[src/rtl/wbs_pkg.sv]
// Shared types and widths for the word-to-byte sequencer.
package wbs_pkg;

    localparam int unsigned BYTE_W     = 8;
    localparam int unsigned WORD_BYTES = 4;
    localparam int unsigned IDX_W      = 2;
    localparam int unsigned WORD_W     = BYTE_W * WORD_BYTES;
    localparam int unsigned GAP_W      = 4;

    typedef enum logic [1:0] {
        IDLE = 2'd0,
        SEND = 2'd1,
        GAP  = 2'd2
    } state_e;

endpackage

[src/rtl/word_byte_sequencer_splitter.sv]
// Combinational splitter: breaks a 32-bit word into its four bytes, O1 = most significant.
module word_byte_sequencer_splitter
    import wbs_pkg::*;
(
    input  logic [WORD_W-1:0] a,
    output logic [BYTE_W-1:0] o1,
    output logic [BYTE_W-1:0] o2,
    output logic [BYTE_W-1:0] o3,
    output logic [BYTE_W-1:0] o4
);

    assign o1 = a[31:24];
    assign o2 = a[23:16];
    assign o3 = a[15:8];
    assign o4 = a[7:0];

endmodule

[src/rtl/word_byte_sequencer.sv]
// Accepts a 32-bit word by valid/ready and emits its four bytes on a byte stream.
// Optional out_last port enabled by defining WBS_LAST_EN.
module word_byte_sequencer
    import wbs_pkg::*;
#(
    parameter bit          MSB_FIRST  = 1'b1,
    parameter int unsigned GAP_CYCLES = 0
) (
    input  logic              clk,
    input  logic              reset,
    input  logic              in_valid,
    output logic              in_ready,
    input  logic [WORD_W-1:0] in_word,
    output logic              out_valid,
    input  logic              out_ready,
    output logic [BYTE_W-1:0] out_byte,
    output logic [IDX_W-1:0]  out_idx,
`ifdef WBS_LAST_EN
    output logic              out_last,
`endif
    output logic              busy
);

    state_e              state_q, state_d;
    logic [IDX_W-1:0]    idx_q, idx_d;
    logic [GAP_W-1:0]    gap_q, gap_d;
    logic [WORD_W-1:0]   word_q, word_d;
    logic                out_valid_q, out_valid_d;
    logic [BYTE_W-1:0]   out_byte_q, out_byte_d;
    logic [IDX_W-1:0]    out_idx_q, out_idx_d;
    logic                busy_q, busy_d;
    logic                in_ready_q, in_ready_d;
    logic [BYTE_W-1:0]   b1, b2, b3, b4;
    logic [BYTE_W-1:0]   sel_byte;

    // Splitter sees the word that will be held next cycle so out_byte can be registered.
    word_byte_sequencer_splitter u_splitter (
        .a  (word_d),
        .o1 (b1),
        .o2 (b2),
        .o3 (b3),
        .o4 (b4)
    );

    always_comb begin
        state_d = state_q;
        idx_d   = idx_q;
        gap_d   = gap_q;
        word_d  = word_q;
        case (state_q)
            IDLE: begin
                if (in_valid) begin
                    word_d  = in_word;
                    idx_d   = '0;
                    state_d = SEND;
                end
            end
            SEND: begin
                if (out_ready) begin
                    if (idx_q == IDX_W'(WORD_BYTES - 1)) begin
                        idx_d   = '0;
                        state_d = IDLE;
                    end else if (GAP_CYCLES == 0) begin
                        idx_d = idx_q + IDX_W'(1);
                    end else begin
                        gap_d   = GAP_W'(GAP_CYCLES - 1);
                        state_d = GAP;
                    end
                end
            end
            GAP: begin
                if (gap_q == '0) begin
                    idx_d   = idx_q + IDX_W'(1);
                    state_d = SEND;
                end else begin
                    gap_d = gap_q - GAP_W'(1);
                end
            end
            default: state_d = IDLE;
        endcase
    end

    // Sequence index to splitter lane, reversed when emitting LSB first.
    always_comb begin
        sel_byte = '0;
        case (idx_d)
            2'd0:    sel_byte = MSB_FIRST ? b1 : b4;
            2'd1:    sel_byte = MSB_FIRST ? b2 : b3;
            2'd2:    sel_byte = MSB_FIRST ? b3 : b2;
            default: sel_byte = MSB_FIRST ? b4 : b1;
        endcase
    end

    always_comb begin
        out_valid_d = (state_d == SEND);
        busy_d      = (state_d != IDLE);
        in_ready_d  = (state_d == IDLE);
        out_idx_d   = idx_d;
        out_byte_d  = out_byte_q;
        if (state_d == SEND) begin
            out_byte_d = sel_byte;
        end
    end

    always_ff @(posedge clk) begin
        if (!reset) begin
            state_q     <= IDLE;
            idx_q       <= '0;
            gap_q       <= '0;
            word_q      <= '0;
            out_valid_q <= 1'b0;
            out_byte_q  <= '0;
            out_idx_q   <= '0;
            busy_q      <= 1'b0;
            in_ready_q  <= 1'b1;
        end else begin
            state_q     <= state_d;
            idx_q       <= idx_d;
            gap_q       <= gap_d;
            word_q      <= word_d;
            out_valid_q <= out_valid_d;
            out_byte_q  <= out_byte_d;
            out_idx_q   <= out_idx_d;
            busy_q      <= busy_d;
            in_ready_q  <= in_ready_d;
        end
    end

    assign out_valid = out_valid_q;
    assign out_byte  = out_byte_q;
    assign out_idx   = out_idx_q;
    assign busy      = busy_q;
    assign in_ready  = in_ready_q;

`ifdef WBS_LAST_EN
    logic out_last_q, out_last_d;

    assign out_last_d = (state_d == SEND) && (idx_d == IDX_W'(WORD_BYTES - 1));

    always_ff @(posedge clk) begin
        if (!reset) begin
            out_last_q <= 1'b0;
        end else begin
            out_last_q <= out_last_d;
        end
    end

    assign out_last = out_last_q;
`endif

endmodule

[config.mk]
export PLATFORM = sky130hd
export DESIGN_NAME = word_byte_sequencer
export DESIGN_NICKNAME = d
export VERILOG_FILES = /design/src/rtl/wbs_pkg.sv /design/src/rtl/word_byte_sequencer_splitter.sv /design/src/rtl/word_byte_sequencer.sv
export SDC_FILE = /design/constraint.sdc
export NUM_CORES = 1
export LEC_CHECK = 0
export CAP_MARGIN = 20
export CORE_AREA = 4 4 76 78
export CTS_BUF_LIST = sky130_fd_sc_hd__clkbuf_4 sky130_fd_sc_hd__clkbuf_8
export DETAILED_ROUTE_END_ITERATION = 8
export DIE_AREA = 0 0 80 82
export DONT_BUFFER_PORTS = 1
export PLACE_DENSITY = 0.63
export SYNTH_ARGS = -nofsm -noshare
export SYNTH_HDL_FRONTEND = slang
export SYNTH_HIERARCHICAL = 1
export SYNTH_SLANG_ARGS = --single-unit
[constraint.sdc]
create_clock -name clk -period 2.19 [get_ports clk]
set_input_delay 0.438 -clock clk [delete_from_list [all_inputs] [get_ports clk]]
set_output_delay 0.438 -clock clk [all_outputs]
set_load 0.02 [all_outputs]
==> impl_metrics.ini <==
[logic_synthesis]
synthCells = 236
synth_nets = 274
synth_seq_cells = 51
netlist-cell-type-count = 35
yosysSeqAreaShare_pct = 41.4
yosys_warnings = 6
avgSynthCellArea_um2 = 10.4
synth_area_mm2 = 0.00246

[clocking]
tritoncts = built
cts_root_buf = clkbuf_8
h-tree-depth = 2
numCtsBuffers = 5
hold_buffers = 0
clkLatencyLatePin_ns = 0.30
clkSlewWorstSetupHoldPaths_ns = 0.09
post-cts-setup-buffers = 0
clock_sinks = 51
cts_resized = 0
cts_max_path_buffers = 2

[pwr]
comb_power_share_pct = 11.0
ir_worst_vdd_mv = 0.350
p_sw_share_pct = 24.2
total_power_mw = 1.83
p_int_mw = 1.39
p_per_area_mw_per_mm2 = 762
clockPowerShare_pct = 33.0
power_switching_mw = 0.442
p_seq_share_pct = 56.0
power.leakage_nw = 0.959

[final_layout]
drive_gt1_share_pct = 9.18
final_core_util_pct = 47.2
diodes = 0
num-nets-final = 244
areaGrowthSynthToFinish_pct = -2.69

[place]
gp_congestion = 0.742
portBuffers = 0
hpwl_um = 3250

[routing]
wirelength_met1_um = 2010
num_vias = 1397
wl_met2_um = 1970
drc = 0
top_layer = met4
viasPerCell = 5.04
first_iter_violations = 106
wl_met3_um = 381
drt_first_pass_iters = 4
finalWirelength_um = 4420
drtAntennaViolNets = 0
avgRoutedWirePerCell_um = 15.9

[worst_setup_path]
worstPathMaxFanout = 17
crit_arrival_ns = 2.19
cp_slowest_cell = nor4bb_1
cp-end-kind = flip-flop
criticalPathCategory = flip-flop to flip-flop
startpoint_type = flip-flop
critical-path-top-delay-family = simple AND/OR/NAND/NOR gates
cp_cell_sequence = inv_1, ha_1, nor4bb_1, nor4b_1, a211o_1, buf_6, mux2i_1, o221ai_1
worstPathRequired_ns = 2.37
critPathBufInv = 2
max_stage_delay_ns = 0.39

[die]
die_h_um = 82
core-area_mm2 = 0.00507
io_pins = 49
die_area_mm2 = 0.00656
die_w_um = 80
start_util_pct = 48.5
fp-row-count = 26

[job]
cap_violations = 0

[timing]
relSlewSlack_pct = 75.0
skew_ns = 0.00514
period_share_pct = 91.8
hold_viol = 0
worst-slew-pin-transition_ns = 0.370
min_period_ns = 2.01
fmax_mhz = 498
setup_tns_ns = 0
finalSetupViolCount = 0
finalMaxSlewViolations = 0
grt_setup_unrepaired = no

[global_routing]
grt_max_degree = 37
grt_overflow_total = 0
grtUsageTotal_pct = 14.2
first_global_vias = 1296
grt_pass1_wl_um = 6980
antenna_found_initial = 0

[worst_hold_path]
hold_class = input pin to flip-flop

[status]
outcome = complete, no violations
-- state kept, by name, summed over array words and instances (netlist names) --
name and count:
state_q 2, out_byte 8, out_idx 2, gap_q 4, busy 1, out_valid 1
word_q 32, in_ready 1
-- cells in the final DEF (no fill, tap or decap), types with 2 or more instances in the layout --
cell type and instances:
ha_1 2, nor3_1 4, o221ai_1 9, mux2_1 32, clkbuf_8 7, mux2i_1 17, dfxtp_1 51, nand2_1 11
inv_1 4, nor2_1 8, xor2_1 2, buf_4 5, and2_1 34
-- metal layers --
layer / vias to the layer above / GRT usage, %
met5: - / 0
met4: 0 / 5.07
met3: 5 / 6.47
met2: 37 / 20.7
met1: 648 / 18.3
li1: 707 / -
-- per-stage QoR --
stage,cell area [um2],hold slack [ns],setup slack (ns),cells
final,2400,0.254,0.181,277
after global routing,2400,0.238,0.0238,277
after CTS,2390,0.247,0.133,277
after detailed placement,2290,0.516,0.192,269
after global placement,2290,0.509,0.200,269
after floorplan,2460,0.491,0.238,236
-- path summary, 6_finish.rpt --
| check | start | end | slack [ns] | cells past startpoint |
|---|---|---|---|---|
| worst max-delay path | gap_q[0]$_SDFFE_PN0P_ | out_byte[1]$_SDFFE_PN0P_ | 0.18 | 8 |
| worst min register to register | gap_q[1]$_SDFFE_PN0P_ | gap_q[1]$_SDFFE_PN0P_ | 0.53 | 2 |
| worst max register to register | gap_q[0]$_SDFFE_PN0P_ | out_byte[1]$_SDFFE_PN0P_ | 0.18 | 8 |
| worst min-delay path | reset | word_q[1]$_SDFF_PN0_ | 0.25 | 1 |
-- worst reg2reg max path, stage by stage (launching register included) --
cell and delay (ns):
dfxtp_1 0.34, inv_1 0.06, ha_1 0.17, nor4bb_1 0.39, nor4b_1 0.10, a211o_1 0.29
buf_6 0.18, mux2i_1 0.23, o221ai_1 0.13
-- synth_stat cells, drive strengths merged --
cell type  number  area [um2]
a211o           1        8.76
a211oi          1        7.51
a21oi           1        5.00
a32oi           1        8.76
and2           34         213
and2b           1        7.51
buf            38         290
clkbuf          5        18.8
dfxtp          51        1020
ha              2        25.0
inv             4        15.0
mux2           33         375
mux2i          17         170
nand2          11        41.3
nand2b          2        20.0
nand3           1        5.00
nor2            8        30.0
nor2b           2        12.5
nor3            5        30.0
nor3b           2        20.0
nor4b           1        8.76
nor4bb          1        10.0
o21a            1        7.51
o221ai          9        78.8
or2b            1        7.51
xnor2           1        8.76
xor2            2        17.5
-- cell type report --
| class | count | area [um2] |
|---|---|---|
| clock buffers | 8 | 104 |
| repair buffers | 6 | 48.8 |
| fillers | 515 | 2680 |
| well taps | 70 | 87.6 |
| inverters | 4 | 15.0 |
| multi-input cells | 138 | 1120 |
| flip-flops and latches | 51 | 1020 |
-- cell families after synthesis --
kind of cell / Yosys count / synth area share (%)
xor+xnor: 3 / 1.07
buf+inv: 47 / 13.2
flops: 51 / 41.4
fa+ha+maj: 2 / 1.02
compound gates: 14 / 4.72
simple gates: 69 / 16.5
mux: 50 / 22.1
-- power groups by stage --
stage | clock network [mW] | registers, mW | logic [mW]
2_1_floorplan | 0 | 1.04 | 0.249
3_3_place_gp | 0 | 1.04 | 0.201
3_5_place_dp | 0 | 1.05 | 0.203
4_1_cts | 0.619 | 1.02 | 0.204
5_1_grt | 0.661 | 1.03 | 0.225
6_report | 0.604 | 1.02 | 0.202
Power figures use the tool's default switching activity.
